**src/rtl/pc_sequencer_if.sv**
```systemverilog
// Bus between the program-counter sequencer and its control/ALU/instruction-memory
// neighbours. The table buses are packed: entry i sits at [i*PC_BITS +: PC_BITS].
interface pc_sequencer_if #(
    parameter int PC_BITS     = 10,
    parameter int TARGET_BITS = 8,
    parameter int NUM_PROGS   = 4,
    parameter int SEL_BITS    = 2,
    parameter int CNT_BITS    = 16
);
    // req/ack: req is a level. A low-to-high req in IDLE starts one run, and ack
    // rises when the run finishes. ack stays high until req drops, so a held req
    // never starts a second run.
    logic                           req;
    logic [SEL_BITS-1:0]            prog_sel;
    logic [NUM_PROGS*PC_BITS-1:0]   start_addrs;
    logic [NUM_PROGS*PC_BITS-1:0]   done_addrs;
    logic                           next_ins;
    logic                           jump_flag;
    logic                           jump_rel;
    logic [TARGET_BITS-1:0]         target;
    logic [PC_BITS-1:0]             pc_out;
    logic                           running;
    logic                           ack;
    logic [CNT_BITS-1:0]            cycle_count;
    logic                           fault;

    modport master (
        output req, prog_sel, start_addrs, done_addrs, next_ins, jump_flag, jump_rel, target,
        input  pc_out, running, ack, cycle_count, fault
    );

    modport slave (
        input  req, prog_sel, start_addrs, done_addrs, next_ins, jump_flag, jump_rel, target,
        output pc_out, running, ack, cycle_count, fault
    );
endinterface

```
**src/rtl/pc_sequencer.sv**
```systemverilog
// Program counter sequencer: runs one of NUM_PROGS start/done address ranges per
// request, with stall, absolute/relative jumps, a run cycle counter and a sticky fault.
module pc_sequencer #(
    parameter int PC_BITS     = 10,
    parameter int TARGET_BITS = 8,
    parameter int NUM_PROGS   = 4,
    parameter int SEL_BITS    = 2,
    parameter int CNT_BITS    = 16
) (
    input  logic                 clock,
    input  logic                 reset,
    pc_sequencer_if.slave        bus,
    output logic [1:0]           dbgState
);
    typedef enum logic [1:0] {
        IDLE = 2'd0,
        RUN  = 2'd1,
        DONE = 2'd2
    } seqState;

    localparam logic [SEL_BITS:0] NUM_PROGS_W = (SEL_BITS + 1)'(NUM_PROGS);

    seqState               stateReg, stateNext;
    logic [PC_BITS-1:0]    pcReg, pcNext;
    logic                  ackReg, ackNext;
    logic                  runReg, runNext;
    logic [CNT_BITS-1:0]   cntReg, cntNext;
    logic                  faultReg, faultNext;
    logic [SEL_BITS-1:0]   selReg, selNext;

    logic                  selValid;
    logic [PC_BITS-1:0]    startAddr;
    logic [PC_BITS-1:0]    doneAddr;
    logic [PC_BITS-1:0]    absTarget;
    logic [PC_BITS-1:0]    relOffset;

    assign selValid  = {1'b0, bus.prog_sel} < NUM_PROGS_W;
    // The start address comes from the incoming index; it is only used when selValid.
    assign startAddr = bus.start_addrs[bus.prog_sel*PC_BITS +: PC_BITS];
    assign doneAddr  = bus.done_addrs[selReg*PC_BITS +: PC_BITS];

    if (TARGET_BITS >= PC_BITS) begin : gNarrowPc
        assign absTarget = bus.target[PC_BITS-1:0];
        assign relOffset = bus.target[PC_BITS-1:0];
    end else begin : gWidePc
        assign absTarget = {{(PC_BITS-TARGET_BITS){1'b0}}, bus.target};
        assign relOffset = {{(PC_BITS-TARGET_BITS){bus.target[TARGET_BITS-1]}}, bus.target};
    end

    always_ff @(posedge clock) begin
        if (reset) begin
            stateReg <= IDLE;
            pcReg    <= '0;
            ackReg   <= 1'b0;
            runReg   <= 1'b0;
            cntReg   <= '0;
            faultReg <= 1'b0;
            selReg   <= '0;
        end else begin
            stateReg <= stateNext;
            pcReg    <= pcNext;
            ackReg   <= ackNext;
            runReg   <= runNext;
            cntReg   <= cntNext;
            faultReg <= faultNext;
            selReg   <= selNext;
        end
    end

    always_comb begin
        stateNext = stateReg;
        pcNext    = pcReg;
        ackNext   = ackReg;
        runNext   = runReg;
        cntNext   = cntReg;
        faultNext = faultReg;
        selNext   = selReg;
        case (stateReg)
            IDLE: begin
                if (bus.req) begin
                    if (selValid) begin
                        selNext   = bus.prog_sel;
                        pcNext    = startAddr;
                        cntNext   = '0;
                        faultNext = 1'b0;
                        runNext   = 1'b1;
                        stateNext = RUN;
                    end else begin
                        faultNext = 1'b1;
                    end
                end
            end
            RUN: begin
                if (cntReg != '1) begin
                    cntNext = cntReg + 1'b1;
                end
                // Reaching the done address wins over any jump requested that cycle.
                if (bus.next_ins) begin
                    if (pcReg == doneAddr) begin
                        stateNext = DONE;
                        ackNext   = 1'b1;
                        runNext   = 1'b0;
                    end else if (bus.jump_flag) begin
                        pcNext = bus.jump_rel ? pcReg + relOffset : absTarget;
                    end else begin
                        pcNext = pcReg + 1'b1;
                        if (pcReg == '1) begin
                            faultNext = 1'b1;
                        end
                    end
                end
            end
            DONE: begin
                if (!bus.req) begin
                    ackNext   = 1'b0;
                    stateNext = IDLE;
                end
            end
            default: begin
                stateNext = IDLE;
            end
        endcase
    end

    assign bus.pc_out      = pcReg;
    assign bus.running     = runReg;
    assign bus.ack         = ackReg;
    assign bus.cycle_count = cntReg;
    assign bus.fault       = faultReg;
    assign dbgState        = stateReg;
endmodule

```
**src/flat_wrapper.sv**
```systemverilog
// flat-port wrapper written by rule: the top's interface ports become plain ports
module pc_sequencer_flat 
#(
    parameter int PC_BITS     = 10,
    parameter int TARGET_BITS = 8,
    parameter int NUM_PROGS   = 4,
    parameter int SEL_BITS    = 2,
    parameter int CNT_BITS    = 16
)
  (clock, reset, dbgState, bus_req, bus_prog_sel, bus_start_addrs, bus_done_addrs, bus_next_ins, bus_jump_flag, bus_jump_rel, bus_target, bus_pc_out, bus_running, bus_ack, bus_cycle_count, bus_fault);
  pc_sequencer_if #(.PC_BITS(PC_BITS), .TARGET_BITS(TARGET_BITS), .NUM_PROGS(NUM_PROGS), .SEL_BITS(SEL_BITS), .CNT_BITS(CNT_BITS)) bus_i ();
  input  logic clock;
  input  logic reset;
  output logic [1:0] dbgState;
  input wire logic [$bits(bus_i.req)-1:0] bus_req;
  input wire logic [$bits(bus_i.prog_sel)-1:0] bus_prog_sel;
  input wire logic [$bits(bus_i.start_addrs)-1:0] bus_start_addrs;
  input wire logic [$bits(bus_i.done_addrs)-1:0] bus_done_addrs;
  input wire logic [$bits(bus_i.next_ins)-1:0] bus_next_ins;
  input wire logic [$bits(bus_i.jump_flag)-1:0] bus_jump_flag;
  input wire logic [$bits(bus_i.jump_rel)-1:0] bus_jump_rel;
  input wire logic [$bits(bus_i.target)-1:0] bus_target;
  output wire logic [$bits(bus_i.pc_out)-1:0] bus_pc_out;
  output wire logic [$bits(bus_i.running)-1:0] bus_running;
  output wire logic [$bits(bus_i.ack)-1:0] bus_ack;
  output wire logic [$bits(bus_i.cycle_count)-1:0] bus_cycle_count;
  output wire logic [$bits(bus_i.fault)-1:0] bus_fault;
  assign bus_i.req = bus_req;
  assign bus_i.prog_sel = bus_prog_sel;
  assign bus_i.start_addrs = bus_start_addrs;
  assign bus_i.done_addrs = bus_done_addrs;
  assign bus_i.next_ins = bus_next_ins;
  assign bus_i.jump_flag = bus_jump_flag;
  assign bus_i.jump_rel = bus_jump_rel;
  assign bus_i.target = bus_target;
  assign bus_pc_out = bus_i.pc_out;
  assign bus_running = bus_i.running;
  assign bus_ack = bus_i.ack;
  assign bus_cycle_count = bus_i.cycle_count;
  assign bus_fault = bus_i.fault;
  pc_sequencer #(.PC_BITS(PC_BITS), .TARGET_BITS(TARGET_BITS), .NUM_PROGS(NUM_PROGS), .SEL_BITS(SEL_BITS), .CNT_BITS(CNT_BITS)) u_core (.clock(clock), .reset(reset), .bus(bus_i), .dbgState(dbgState));
endmodule
```
**config.mk**
```make
export PLATFORM = sky130hd
export DESIGN_NAME = pc_sequencer_flat
export DESIGN_NICKNAME = d
export VERILOG_FILES = /design/src/rtl/pc_sequencer_if.sv /design/src/rtl/pc_sequencer.sv /design/src/flat_wrapper.sv
export SDC_FILE = /design/constraint.sdc
export NUM_CORES = 1
export LEC_CHECK = 0
export CORE_MARGIN = 4
export CORE_UTILIZATION = 40
export CTS_CLUSTER_DIAMETER = 30
export DETAILED_ROUTE_END_ITERATION = 6
export GPL_TIMING_DRIVEN = 1
export PLACE_DENSITY = 0.79
export SLEW_MARGIN = 20
export SYNTH_ARGS = -nofsm -noshare
export SYNTH_HDL_FRONTEND = slang
export SYNTH_SLANG_ARGS = --single-unit
export TNS_END_PERCENT = 30
```
**constraint.sdc**
```tcl
create_clock -name clock -period 3.1 [get_ports clock]
set_input_delay 0.62 -clock clock [delete_from_list [all_inputs] [get_ports clock]]
set_output_delay 0.62 -clock clock [all_outputs]
set_load 0.03 [all_outputs]
```
# [Word level (Yosys, flattened, before mapping)]
# Cells that the tools add are included.
[totals] reg_bits=33 latch_bits=0 ramBits=0 romBits=0 in_bits=96 out_inout_bits=31 wordCells=65 n_memories=0
[op_classes] add_sub_neg=3 mul=2 div=0 magnitude_cmp=0 eq_ne=13 shift=2 n_mux=28 n_bitwise=0 reduce_logical=10
[ops] operator="$shiftx A40 B7 Y10" count=2
[ops] operator="$mux W10" count=5
[ops] operator="$mux W16" count=2
[ops] operator="$pmux W16 S2" count=1
[ops] operator="$pmux W10 S2" count=1
[ops] operator="$add A16 B1 Y16 const B" count=1
[ops] operator="$ne A16 B16 Y1 const B" count=1
[ops] operator="$reduce_and A4 Y1" count=4
[ops] operator="$mux W1" count=11
[ops] operator="$add A10 B1 Y10 const B" count=1
[ops] operator="$add A10 B10 Y10" count=1
[ops] operator="$eq A10 B10 Y1" count=1
[ops] operator="$eq A10 B10 Y1 const B" count=1
[ops] operator="$mul A2 B3 Y5 const B" count=2
[ops] operator="$ne A2 B2 Y1 const B" count=5
[ops] operator="$mux W2" count=4
[ops] operator="$ne A2 B1 Y1 const B" count=3
[ops] operator="$pmux W1 S2" count=3
[ops] operator="$pmux W2 S3" count=1
[ops] operator="$reduce_and A6 Y1" count=1
[ops] operator="$reduce_bool A2 Y1" count=2
[ops] operator="$reduce_and A3 Y1" count=1
[ops] operator="$eq A2 B1 Y1 const B" count=1
[ops] operator="$eq A2 B2 Y1 const B" count=1
[ops] operator="2 further kinds" count=2

# [Longest topological paths before layout]
[logic_depth] word_depth=6 ltp_mapped=8 mapped_depth_nobuf=8

# [Least setup slack after synthesis]
# No wires, ideal clock.
[synth_path] kind="input port to flip-flop" from="input bus_target[0]" to="register u_core.pcReg[8], in the netlist u_core.bus.pc_out[8]" setup_ps=101 t_arrival_ps=2337 required_time_ps=2999 slack_ps=662 cell_stages=8 path_buffers=0 path_cell_list="ha_1 -> fa_1 -> a211oi_1 -> o21bai_1 -> a21boi_0 -> xnor2_1 -> a31oi_1 -> o41ai_1"
[synth_via] elab_chain_cells=6
[synth_rtl] element="start, declared" line_no="flat_wrapper.sv:22" rtl="input wire logic [$bits(bus_i.target)-1:0] bus_target;"
[synth_rtl] element="$add A10 B10 Y10" line_no="pc_sequencer.sv:104" rtl="pcNext = bus.jump_rel ? pcReg + relOffset : absTarget;"
[synth_rtl] element="$mux W10" line_no="pc_sequencer.sv:104"
[synth_rtl] element="$mux W10" line_no="pc_sequencer.sv:103" rtl="end else if (bus.jump_flag) begin"
[synth_rtl] element="$mux W10" line_no="pc_sequencer.sv:99" rtl="if (pcReg == doneAddr) begin"
[synth_rtl] element="$mux W10" line_no="pc_sequencer.sv:98" rtl="if (bus.next_ins) begin"
[synth_rtl] element="$pmux W10 S2" line_no="pc_sequencer.sv:78" rtl="case (stateReg)"
[synth_rtl] element="end signal, assigned" line_no="pc_sequencer.sv:61" rtl="pcReg <= pcNext;"
[synth_rtl] element="end, declared" line_no="pc_sequencer.sv:24" rtl="logic [PC_BITS-1:0] pcReg, pcNext;"
# No other way between the ends. The select of a mux whose other input is x is not followed.
# A chain may end at the register's enable or synchronous reset.

# [Final worst setup path]
# Ends and elaborated chain as after synthesis.

==> summary.txt <==
Global route
  • Initial antenna violation count: 0
  • Total GRT Usage: 20.7%
  • Largest net degree at the start of global routing: 17
  • First-pass GRT wire length: 14400 µm
  • Grt ovf: 0
  • Vias in the first global route: 2924

Drt
  • Pre-Repair DR Iteration Count: 4
  • Final wirelength: 9140 µm
  • Drt drc: 0
  • Vias: 3034
  • WL/cell: 16.8 µm
  • Via density: 5.59
  • Starting DRT DRC Count: 233
  • ANT nets after route: 0

Synth
  • List of most frequent post-synthesis cells: dfxtp_1, nor2_1, xnor2_1
  • Mapped Area: 2920 µm²
  • Xor/xnor cell area share of the yosys netlist: 10.5%
  • Syn nets: 428
  • Largest cells by area after synthesis: dfxtp_1, mux4_1, mux4_2, xnor2_1, ha_1
  • Number of synthesized flops with an enable pin: 0
  • Synth Warn #: 0
  • Largest family of logic cells by synthesized area: compound AO/OA/AOI/OAI gates
  • Synth Area in Simple Gates: 18.3%
  • Post-synthesis cell count: 320
  • Library cells used by synthesis: 57
  • Adder-Cell Fraction of Synth Area: 5.39%
  • Synth Area in Compound Gates: 19.6%
  • Synth Flop Type: dfxtp_1
  • Part of the Yosys area used for sequential elements: 22.6%
  • Syn_area_per_cell: 9.14 µm²
  • Yosys reg bits: 33
  • Mux contribution to synthesized area: 19.3%
  • Count leader, synth: dfxtp_1
  • Post-synth top area share: 22.6%
  • FFs w/ async S/R, synth: 0%
  • Synth area leader: dfxtp_1

Final layout
  • Final core occ: 64.1%
  • Non-filler instance count after layout: 543
  • Fillers: 579
  • Post-route cell area: 4450 µm²
  • P&R area growth vs syn: 52.2%
  • Nets: 554
  • Diode count: 0
  • Share of layout cells above drive strength 1: 8.72%

STA
  • # setup viols final: 0
  • Clock skew: 0.00602 ns
  • Total Neg Setup Slack: 0 ns
  • Slew HR: 42.2%
  • Final min period: 2.83 ns
  • RSZ-0062 raised after global routing: false
  • Max-slew violations: 0
  • Worst hold slack: 0.464 ns
  • Tcrit/Tclk final: 91.2%
  • FMAX: 354 MHz
  • Worst Slack Setup Final: 0.274 ns
  • Fin. Hold Viols: 0
  • Slew @ Worst Pin: 0.867 ns

Placement
  • Worst slack, placed: 0.0410 ns
  • Cells after DPL: 535
  • Gpl congestion: 0.864
  • DP HPWL: 7430 µm
  • Placed cell area: 4320 µm²
  • Port buffer count: 126

Clocking
  • CTS tree: yes
  • Clock buffer count from CTS: 5
  • Clock sinks: 33
  • Clk slew on worst S/H paths: 0.07 ns
  • Post-CTS Setup Inserts: 0
  • Hold_buf cts: 0
  • Worst skew pair latency: 0.29 ns
  • CTS H-tree lvls: 2
  • Max Root-Sink Buffers: 2
  • Root Buffer: clkbuf_8
  • Post_cts resized: 0

Power
  • Pwr per Cell Area: 333 nW/µm²
  • Leakage: 1.63 nW
  • Overall Power: 1.48 mW
  • Worst-case vdd ir drop: 0.231 mV

Critical path
  • Required @ worst endpoint: 3.28 ns
  • Worst reg2reg path depth: 6
  • CP arrival: 3.01 ns
  • Kind of critical path: in2reg
  • Setup crit end kind: flip-flop
  • Crit start category: primary input
  • Max FO, Critical Path: 2
  • Worst Setup SP: bus_target[0]
  • Reg-to-reg startpoint: u_core.selReg[0]$_SDFFE_PP0P_

Job
  • Max-cap violations: 0

Status
  • Status: complete, no violations

Worst hold path
  • HP Class: reg2reg
  • Hold Path Stages: 2
  • Worst hold path startpoint: u_core.bus.running$_SDFFE_PP0P_

Floorplanning
  • # IOs: 127
  • Starting density of the core: 42.1%
  • Core area: 6940 µm²
  • # rows: 30
  • Die height: 93.5 µm
  • Die Width: 93.5 µm
  • Die footprint: 8740 µm²
==> flip-flops by register name, summed over array words and instances (netlist names) <==
name                    count
u_core.bus.pc_out          10
u_core.bus.cycle_count     16
u_core.selReg               2
u_core.dbgState             2
u_core.bus.fault            1
u_core.bus.running          1
u_core.bus.ack              1
==> routing by layer <==
| metal | track usage, % | vias up | wire length [µm] |
|---|---|---|---|
| li1 | - | 1496 | - |
| met1 | 24.8 | 1392 | 3510 |
| met4 | 6.11 | 0 | 94 |
| met3 | 4.10 | 4 | 813 |
| met5 | 0 | - | 0 |
| met2 | 37.2 | 142 | 4730 |
==> cell families (layout without fill, tap and decap cells) <==
family / after synthesis / after routing
AND/OR/NAND/NOR: 102 / 102
AO/OA/AOI/OAI: 84 / 84
XOR/XNOR: 35 / 35
flip-flops: 33 / 33
multiplexers: 27 / 27
buffers and inverters: 27 / 154
adder cells (fa/ha/maj): 12 / 12
==> path summary, 6_finish.rpt <==
check                           slack [ns]                           endpoint
worst max-delay path                  0.27  u_core.bus.pc_out[8]$_SDFFE_PP0P_
worst min-delay path                  0.46    u_core.bus.running$_SDFFE_PP0P_
worst max register to register        0.48  u_core.bus.pc_out[2]$_SDFFE_PP0P_
worst min register to register        0.46    u_core.bus.running$_SDFFE_PP0P_
==> layout by cell type (no fill, tap or decap), drive strengths merged, types with 6 or more instances in the layout <==
cell type | Yosys | layout
clkdlybuf4s50 | 0 | 126
dfxtp | 33 | 33
nor2 | 30 | 30
xnor2 | 21 | 21
mux4 | 20 | 20
o21ai | 17 | 17
buf | 6 | 16
o211ai | 15 | 15
a21oi | 14 | 14
xor2 | 14 | 14
nand2 | 12 | 12
ha | 11 | 11
nor3 | 10 | 10
nand3 | 9 | 9
and3 | 8 | 8
nand4 | 7 | 7
mux2i | 6 | 6
==> critical path: stages <==
cell and delay [ns]:
clkdlybuf4s50_1 0.42, ha_1 0.22, fa_1 0.40, a211oi_1 0.34
o21bai_1 0.15, a21boi_0 0.24, xnor2_1 0.15, a31oi_1 0.12
o41ai_1 0.34
==> report_power, final <==
group          leakage [nW]  switching [mW]  internal, mW  total (mW)
logic                  1.29           0.228         0.291       0.519
clock network        0.0681           0.163         0.319       0.482
registers             0.269          0.0378         0.442       0.480
total                  1.63           0.428          1.05        1.48
==> layout make-up <==
| cell class | count | area, µm² | area share, % |
|---|---|---|---|
| Multi-Input combinational cell | 260 | 2140 | 48.1 |
| Timing Repair Buffer | 142 | 1380 | 31.0 |
| Sequential cell | 33 | 661 | 14.8 |
| Tap cell | 96 | 120 | 2.70 |
| Clock buffer | 5 | 68.8 | 1.55 |
| Clock inverter | 3 | 65.1 | 1.46 |
| Inverter | 4 | 15.0 | 0.337 |
Note: power is estimated with default switching activity, not from simulation.
